===== src/rtl/run_mode_encoder.sv =====
// JPEG-LS run-mode encoder: turns an accumulated run count into run segment
// '1' bits plus an interruption tail or end-of-line flush, and updates RUNindex.
module run_mode_encoder #(
    parameter int runcount_length = 16,
    parameter int runindex_length = 5,
    parameter int code_length     = 16,
    parameter int len_length      = 5
) (
    input  logic                       clk,
    input  logic                       reset,
    input  logic                       start_enc_4,
    input  logic                       do_run_encoding_4,
    input  logic [runcount_length-1:0] run_length_4,
    input  logic [runindex_length-1:0] run_index_4,
    input  logic                       eol_4,
    output logic                       in_ready,
    output logic                       out_valid,
    input  logic                       out_ready,
    output logic [code_length-1:0]     out_bits,
    output logic [len_length-1:0]      out_len,
    output logic [runindex_length-1:0] run_index_out,
    output logic                       run_index_valid,
    output logic                       done,
    output logic [2:0]                 fsm_state
);

    // Handshake: a codeword transfers on a rising edge where out_valid and
    // out_ready are both high; out_valid and its payload hold until then.

    typedef enum logic [2:0] {
        S_IDLE  = 3'd0,
        S_SCAN  = 3'd1,
        S_ONES  = 3'd2,
        S_TAIL  = 3'd3,
        S_FLUSH = 3'd4,
        S_FIN   = 3'd5
    } state_t;

    localparam logic [runindex_length-1:0] IDX_MAX = '1;

    state_t                       state_q, state_d;
    logic [runcount_length-1:0]   cnt_q, cnt_d;
    logic [runindex_length-1:0]   idx_q, idx_d;
    logic                         eol_q, eol_d;
    logic [runindex_length-1:0]   run_index_q, run_index_d;

    logic [3:0]                   j_val;
    logic [runcount_length-1:0]   seg;
    logic [runcount_length-1:0]   tail_val;

    // J ROM from the RUNindex table.
    always_comb begin
        j_val = 4'd0;
        case (idx_q)
            5'd0, 5'd1, 5'd2, 5'd3:     j_val = 4'd0;
            5'd4, 5'd5, 5'd6, 5'd7:     j_val = 4'd1;
            5'd8, 5'd9, 5'd10, 5'd11:   j_val = 4'd2;
            5'd12, 5'd13, 5'd14, 5'd15: j_val = 4'd3;
            5'd16, 5'd17:               j_val = 4'd4;
            5'd18, 5'd19:               j_val = 4'd5;
            5'd20, 5'd21:               j_val = 4'd6;
            5'd22, 5'd23:               j_val = 4'd7;
            5'd24:                      j_val = 4'd8;
            5'd25:                      j_val = 4'd9;
            5'd26:                      j_val = 4'd10;
            5'd27:                      j_val = 4'd11;
            5'd28:                      j_val = 4'd12;
            5'd29:                      j_val = 4'd13;
            5'd30:                      j_val = 4'd14;
            default:                    j_val = 4'd15;
        endcase
    end

    assign seg      = runcount_length'(1) << j_val;
    // Bit J of the masked residual is always zero, which supplies the leading '0'.
    assign tail_val = cnt_q & (seg - runcount_length'(1));

    always_ff @(posedge clk or negedge reset) begin
        if (!reset) begin
            state_q     <= S_IDLE;
            cnt_q       <= '0;
            idx_q       <= '0;
            eol_q       <= 1'b0;
            run_index_q <= '0;
        end else begin
            state_q     <= state_d;
            cnt_q       <= cnt_d;
            idx_q       <= idx_d;
            eol_q       <= eol_d;
            run_index_q <= run_index_d;
        end
    end

    always_comb begin
        state_d     = state_q;
        cnt_d       = cnt_q;
        idx_d       = idx_q;
        eol_d       = eol_q;
        run_index_d = run_index_q;
        case (state_q)
            S_IDLE: begin
                if (do_run_encoding_4 && start_enc_4) begin
                    cnt_d   = run_length_4;
                    idx_d   = run_index_4;
                    eol_d   = eol_4;
                    state_d = S_SCAN;
                end
            end
            S_SCAN: begin
                if (cnt_q >= seg)
                    state_d = S_ONES;
                else if (eol_q)
                    state_d = (cnt_q != '0) ? S_FLUSH : S_FIN;
                else
                    state_d = S_TAIL;
            end
            S_ONES: begin
                if (out_ready) begin
                    cnt_d   = cnt_q - seg;
                    if (idx_q != IDX_MAX)
                        idx_d = idx_q + runindex_length'(1);
                    state_d = S_SCAN;
                end
            end
            S_TAIL: begin
                if (out_ready) begin
                    if (idx_q != '0)
                        idx_d = idx_q - runindex_length'(1);
                    state_d = S_FIN;
                end
            end
            S_FLUSH: begin
                if (out_ready)
                    state_d = S_FIN;
            end
            S_FIN: begin
                run_index_d = idx_q;
                state_d     = S_IDLE;
            end
            default: state_d = S_IDLE;
        endcase
    end

    always_comb begin
        out_valid = 1'b0;
        out_bits  = '0;
        out_len   = '0;
        case (state_q)
            S_ONES, S_FLUSH: begin
                out_valid = 1'b1;
                out_bits  = code_length'(1);
                out_len   = len_length'(1);
            end
            S_TAIL: begin
                out_valid = 1'b1;
                out_bits  = code_length'(tail_val);
                out_len   = len_length'(j_val) + len_length'(1);
            end
            default: ;
        endcase
    end

    assign in_ready        = (state_q == S_IDLE);
    assign done            = (state_q == S_FIN);
    assign run_index_valid = (state_q == S_FIN);
    assign run_index_out   = (state_q == S_FIN) ? idx_q : run_index_q;
    assign fsm_state       = state_q;

endmodule

===== config.mk =====
export PLATFORM = sky130hd
export DESIGN_NAME = run_mode_encoder
export DESIGN_NICKNAME = d
export VERILOG_FILES = /design/src/rtl/run_mode_encoder.sv
export SDC_FILE = /design/constraint.sdc
export NUM_CORES = 1
export LEC_CHECK = 0
export CORE_UTILIZATION = 53
export CTS_CLUSTER_DIAMETER = 60
export DETAILED_ROUTE_END_ITERATION = 6
export GPL_TIMING_DRIVEN = 0
export HOLD_SLACK_MARGIN = 0.08
export PLACE_DENSITY = 0.81
export SLEW_MARGIN = 40
export SYNTH_ARGS = -nofsm -noshare
export SYNTH_HDL_FRONTEND = slang
export SYNTH_SLANG_ARGS = --single-unit

===== constraint.sdc =====
create_clock -name clk -period 4.7 [get_ports clk]
set_clock_uncertainty 0.1 [all_clocks]
set_input_delay 0.47 -clock clk [delete_from_list [all_inputs] [get_ports clk]]
set_output_delay 0.47 -clock clk [all_outputs]
set_load 0.1 [all_outputs]

=== Word level (Yosys, flattened, before mapping) ===
Memory sizes are Yosys's and may differ from the RTL's.
Cells that the tools add are included.
W data, S select, Z words.

* Register bits: 30
* Bits in read-only memories: 128
* Word-level logic and storage cells: 59
* Memories: 1

{| class="wikitable"
|+ Memories
! memory !! words !! width !! rd ports !! clocked after memory_dff !! write ports !! RTL line !! source
|-
| (name not given) || 32 || 4 || 1 || 0 || 0 || 54 || <nowiki>case (idx_q)</nowiki>
|}

* $add $sub $neg: 5
* Magnitude comparators: 1
* Eq/ne operators: 12
* Shifts and indexed selects: 1
* Muxes and demuxes: 20
* Bitwise gates (word level): 1
* Reduce and logical (&&, ||, !) cells: 13

{| class="wikitable"
|+ Operators with widths
! cell !! count
|-
| $pmux W16 S2 || 2
|-
| $mux W16 || 2
|-
| $mux W5 || 6
|-
| $and A16 B16 Y16 || 1
|-
| $ge A16 B16 Y1 || 1
|-
| $reduce_bool A16 Y1 || 1
|-
| $shl A1 B4 Y16 const A || 1
|-
| $sub A16 B1 Y16 const B || 1
|-
| $sub A16 B16 Y16 || 1
|-
| $mux W3 || 5
|-
| $pmux W5 S3 || 1
|-
| $pmux W3 S4 || 1
|-
| $pmux W5 S2 || 1
|-
| $ne A2 B2 Y1 const B || 4
|-
| $eq A3 B2 Y1 const B || 2
|-
| $eq A3 B3 Y1 const B || 2
|-
| $reduce_and A3 Y1 || 2
|-
| $reduce_and A6 Y1 || 1
|-
| $add A4 B1 Y5 const B || 1
|-
| $add A5 B1 Y5 const B || 1
|-
| $ne A5 B5 Y1 const B || 1
|-
| $reduce_bool A5 Y1 || 1
|-
| $sub A5 B1 Y5 const B || 1
|-
| $ne A2 B1 Y1 const B || 2
|-
| 9 further kinds || 11
|}

=== Depth between registers and ports, before layout ===
* Depth after elaboration: 5
* Depth in mapped cells: 17

=== Worst setup path after synthesis ===
OpenSTA, ideal clock, no wires.

* Path kind: flip-flop to output port
* From: register idx_q[3]
* To: output port out_bits[14]
* Arrival: 4540 ps
* Required time: 4130 ps
* Setup slack: -410 ps
* Stages on the path, launching flop included: 10
* Buffers on the path: 1
* Path through: dfrtp_1 -> clkbuf_1 -> nand2_1 -> o21ai_0 -> inv_1 -> ha_1 -> ha_1 -> nor4_1 -> o221ai_1 -> a221oi_1

* Word-level cells in the longest chain between the ends: 5

{| class="wikitable"
|+ Ends and longest elaborated chain
! element !! RTL line !! source
|-
| start, declared || 43 || <nowiki>logic [runindex_length-1:0] idx_q, idx_d;</nowiki>
|-
| start signal, assigned || 88 || <nowiki>idx_q <= idx_d;</nowiki>
|-
| $mem_v2 Z32 W4 || - ||
|-
| $shl A1 B4 Y16 || 74 || <nowiki>assign seg = runcount_length'(1) << j_val;</nowiki>
|-
| $sub A16 B1 Y16 || 76 || <nowiki>assign tail_val = cnt_q & (seg - runcount_length'(1));</nowiki>
|-
| $and A16 B16 Y16 || 76 ||
|-
| $pmux W16 S2 || 148 || <nowiki>case (state_q)</nowiki>
|-
| end, declared || 19 || <nowiki>output logic [code_length-1:0] out_bits,</nowiki>
|}

Every way passes these cells.

=== Final worst setup path ===
Ends and elaborated chain as after synthesis.

==> run_results.csv <==
group,metric,value,unit
logic_synthesis,yosysUniqueCellTypes,56,
route,dr.first_iter.drc_count,284,
timing,max-slew-margin-rel,58.08,%
critical_path,cp-start-kind,"flip-flop",
route,dr.pass1.iters,6,
critical_path,r2r_slack,0.31,ns
clocking,cts_tree,"yes",
route,drc,0,
finish,final_cell_mix,"74 x nand2_1, 38 x nor2_1, 35 x buf_2, 30 x dfrtp_1, 29 x a21oi_1",
timing,grt_setup_unrepaired,"no",
global_route,antenna_found_initial,0,
logic_synthesis,yosys.area.top_type_share,24.42,%
logic_synthesis,synth_ff_type,"dfrtp_1",
outcome,status,"finished clean",
global_route,grt-ovfl-total,0,
clocking,clockRootBuffer,"clkbuf_8",
critical_path,cp.arrival,3.90,ns
critical_path,path_class,"reg -> out",
route,via_per_inst,6.103,
route,routed_wl,9431,um
critical_path,reg2regPathDepth,12,
finish,multi_input_area,2165,um^2
floorplanning,rows,27,
timing,setup_viol,0,
timing,finalCriticalPeriod,4.474,ns
logic_synthesis,syn_inst,414,
logic_synthesis,synthesis.nets,469,
run,drv_cap,0,
floorplanning,die_x,78.16,um
critical_path,critPathMaxFanout,10,
critical_path,end_kind,"output port",
global_route,track_usage,32.17,%
floorplanning,dieHeight,78.16,um
worst_hold_path,min_from,"run_index_q[3]$_DFF_PN0_",
placed_design,place.gp.congestion,0.9142,
floorplanning,io_pins,60,
logic_synthesis,synth-seq-area-share,24.42,%
route,drt-wirelength-per-cell,16.99,um
global_route,grt_pass1_vias,3024,
critical_path,critPathLaunch,"idx_q[3]$_DFFE_PN0P_",
timing,fin_crit_sh,95.19,%
logic_synthesis,synth-warning-count,0,
finish,fill_cells,498,
global_route,grt_pass1_wl,15190,um
finish,drive_above_1_share,11.80,%
finish,area_growth,21.16,%
finish,seq_area,750.7,um^2
timing,finalHoldViolCount,0,
clocking,numCtsBuffers,5,
finish,final_common_cell,"nand2_1",
route,num_vias,3387,
worst_hold_path,min_path_cells,2,
clocking,cts_max_level,2,
critical_path,worstReg2RegStart,"idx_q[3]$_DFFE_PN0P_",
logic_synthesis,synthTopCellsByArea,"dfrtp_1 24%, ha_1 11%, nand2_1 9.0%, a21oi_1 4.7%, nor2_1 4.6%",
timing,report.final.slew_viol_count,0,
global_route,grt_max_degree,21,
critical_path,critPathRequiredTime,4.13,ns
worst_hold_path,hold_end,"run_index_q[3]$_DFF_PN0_",
clocking,clkSlewWorstSetupHoldPaths,0.07,ns
timing,tns,0,ns
logic_synthesis,syn_area,3074,um^2
logic_synthesis,synthArstFlopShare,100.0,%
timing,tightest_slew,0.6250,ns
worst_hold_path,hold_class,"reg -> reg",
finish,diodes,0,
clocking,post_cts_buffers,0,
clocking,max-clock-path-buffers,2,
logic_synthesis,synth_edf_count,0,
finish,nets,537,
clocking,cts_num_sinks,30,
logic_synthesis,yosysTopAreaCell,"dfrtp_1",
logic_synthesis,synth_seq_cells,30,
clocking,clk_latency,0.30,ns
critical_path,rr_endpoint,"cnt_q[11]$_DFFE_PN0P_",
floorplanning,coreArea,5540,um^2
floorplanning,dieArea,6109,um^2
floorplanning,initial_utilization,55.49,%
placed_design,hpwl,7430,um
route,ant_nets,0,
logic_synthesis,syn_area_per_cell,7.426,um^2
timing,clock.fmax,0.2235,GHz
placed_design,port_buffers,59,
[worst max-delay path: stages (launching register included)]
cell and delay [ns]:
dfrtp_1 0.41, clkbuf_1 0.39, nand2_1 0.35, o21ai_0 0.40
inv_1 0.12, ha_1 0.24, ha_1 0.28, nor4_1 0.35
o221ai_1 0.30, a221oi_2 0.30, buf_2 0.46
[layer usage]
| layer | vias up | part of all wire [%] | global-route usage [%] |
|---|---|---|---|
| met4 | 0 | 1.7 | 8.519 |
| li1 | 1619 | - | - |
| met1 | 1573 | 45 | 45.61 |
| met3 | 18 | 8.0 | 4.884 |
| met2 | 177 | 45 | 50.79 |
| met5 | - | 0 | 0 |
[cells in the mapped netlist, types with 3 or more instances]
cell type / n
a31oi_1: 3
nor4_1: 6
o21ai_1: 5
dfrtp_1: 30
nor2_1: 38
nor2b_1: 7
a21oi_1: 29
mux2_2: 3
nand2b_1: 7
o21bai_1: 3
o221ai_1: 6
xor2_1: 8
ha_1: 26
o21ai_0: 25
nor3_1: 9
a21o_1: 6
nand2_1: 74
and3_1: 13
nand3_1: 9
mux2i_1: 7
xnor2_1: 7
o22ai_1: 3
o21a_1: 3
a211oi_1: 6
inv_1: 15
o211ai_1: 6
clkbuf_1: 19
o2111ai_1: 4
[registers in the layout, indices dropped and copies added (netlist names)]
signal and flops:
cnt_q 16, idx_q 5, run_index_q 5, fsm_state 3, eol_q 1
[what timing repair did]
action | CTS | global route
resized for setup | 0 | 5
hold buffers | 1 | 0
endpoints found under the hold margin | 10 | 0
endpoints found under the setup margin | 0 | 4
[area by class of cell]
cell class | instances | area share (%)
Clock buffer | 7 | 2.318
Timing Repair Buffer | 61 | 12.36
Buffer | 25 | 2.990
Inverter | 15 | 1.512
Clock inverter | 1 | 0.1344
Tap cell | 72 | 2.419
Multi-Input combinational cell | 344 | 58.11
Sequential cell | 30 | 20.15
[stage by stage]
step	cell area, um^2	worst slack, ns	instances	utilization, %	hold WS [ns]
CTS	3720	0.3059	555	67.14	0.4076
global placement	3761	0.003468	545	67.89	0.3728
floorplan	3080	0.1892	414	-	0.07441
global route	3725	0.01787	555	67.23	0.4264
finish	3725	0.2261	555	67.23	0.4030
detailed placement	3618	0.3394	546	65.31	0.2782
[how the worst max path moves through the flow]
stage / endpoint / slack [ns] / cells past startpoint
6_report: out_bits[14] / 0.23 / 10
5_1_grt: out_bits[14] / 0.02 / 10
4_1_cts: cnt_q[14]$_DFFE_PN0P_ / 0.31 / 17
3_5_place_dp: cnt_q[14]$_DFFE_PN0P_ / 0.34 / 17
3_3_place_gp: out_bits[10] / 0.003 / 11
2_1_floorplan: out_bits[0] / 0.19 / 11
[cell families (layout without fill, tap and decap cells)]
group	Yosys count	after routing	synth area share (%)
AND/OR/NAND/NOR	177	177	26.86
adder cells (fa/ha/maj)	28	28	11.88
buffers and inverters	40	109	5.372
flip-flops	30	30	24.42
XOR/XNOR	15	15	4.274
AO/OA/AOI/OAI	114	114	23.81
multiplexers	10	10	3.378
Power is not shown: default switching activity piles up to over one toggle a cycle in this logic, so the estimate is an artifact.
==> patch (same flow settings) <==
`code_length`: 16 -> 32.
--- a/src/rtl/run_mode_encoder.sv
+++ b/src/rtl/run_mode_encoder.sv
@@ -5,3 +5,3 @@
     parameter int runindex_length = 5,
-    parameter int code_length     = 16,
+    parameter int code_length     = 32,
     parameter int len_length      = 5
Interface: changed (resized out_bits); port bits go from 60 to 76. No check against the original RTL was run, so the function may have changed too.
==> patch against the original RTL <==
Via count increased by 0.68%. Worst hold slack got worse by 0.29 ns. Synthesized area increased by 4.0%. Final area increased by 3.8%. Setup slack improved by 0.062 ns. Wire length increased by 0.32%. Sequential cell count unchanged.
Power is left out: the tool's default activity adds up to more than one toggle a clock period on the data nets, which glitch-free logic cannot reach.
==> patch: results (changes against the original RTL) <==
Worst R2R Start: idx_q[2]
placed cell count: 577 (+5.7%)
non-clk buf share: 16.80% (+1.4 points)
Hold WC Path Type: in -> async
max_slew headroom: 53.49% (-4.6 points)
drt initial violations: 348 (+23%)
largest net degree at the start of global routing: 31 (+48%)
DRT Pass-1 Iters: 5 (-1)
vias in the first global route: 3020 (-0.13%)
outcome: completed
layout net count: 567 (+5.6%)
first-pass GRT wire length: 15150 µm (-0.22%)
Synth area leaders: dfrtp_1, ha_1, nand2_1
share of cells above drive strength 1: 13.84% (+2.0 points)
Seq/total area: 19.42% (-0.74 points)
Non-CTS buffers: 100 (+16%)
cell count of the worst reg-to-reg path: 17 (+5)
area of the multi-input gates: 2225 µm² (+2.8%)
hpwl dp: 7387 µm (-0.57%)
Setup WS pre-CTS: 0.4041 ns (+0.06470 ns)
Final Non-Filler Cells: 585 (+5.4%)
clock network share of area: 2.460% (+0.0074 points)
Seq/Total Area, Yosys: 23.47% (-0.95 points)
r2r setup slk: 0.33 ns (+0.02 ns)
Final Cycle Share: 93.87% (-1.3 points)
==> patch: worst min path at each step <==
stage / start / end / slack (ns)
finish: reset / run_index_q[0] / 0.11
global placement: run_index_q[1] / run_index_q[1] / 0.37
detailed placement: run_index_q[4] / run_index_q[4] / 0.38
global route: reset / idx_q[1] / 0.18
CTS: reset / run_index_q[0] / 0.14
floorplan: reset / cnt_q[0] / 0.07
==> patch: layer usage <==
layer,global-route usage (%),vias to the layer above,wire [µm],share of wire [%]
li1,-,1659,-,-
met1,44.26,1536,4234,45
met2,48.38,192,4103,43
met3,5.029,23,896,9.5
met4,11.09,0,227,2.4
met5,0,-,0,0
==> patch: logic make-up (layout without fill, tap and decap cells) <==
kind of cell | after synthesis | count (layout) | share of synthesized area [%]
simple gates | 177 | 177 | 25.82
compound gates | 114 | 114 | 22.89
flops | 30 | 30 | 23.47
buf+inv | 56 | 123 | 8.920
fa+ha+maj | 28 | 28 | 11.42
mux | 10 | 10 | 3.247
other cells | 1 | 16 | 0.1173
xor+xnor | 15 | 15 | 4.108
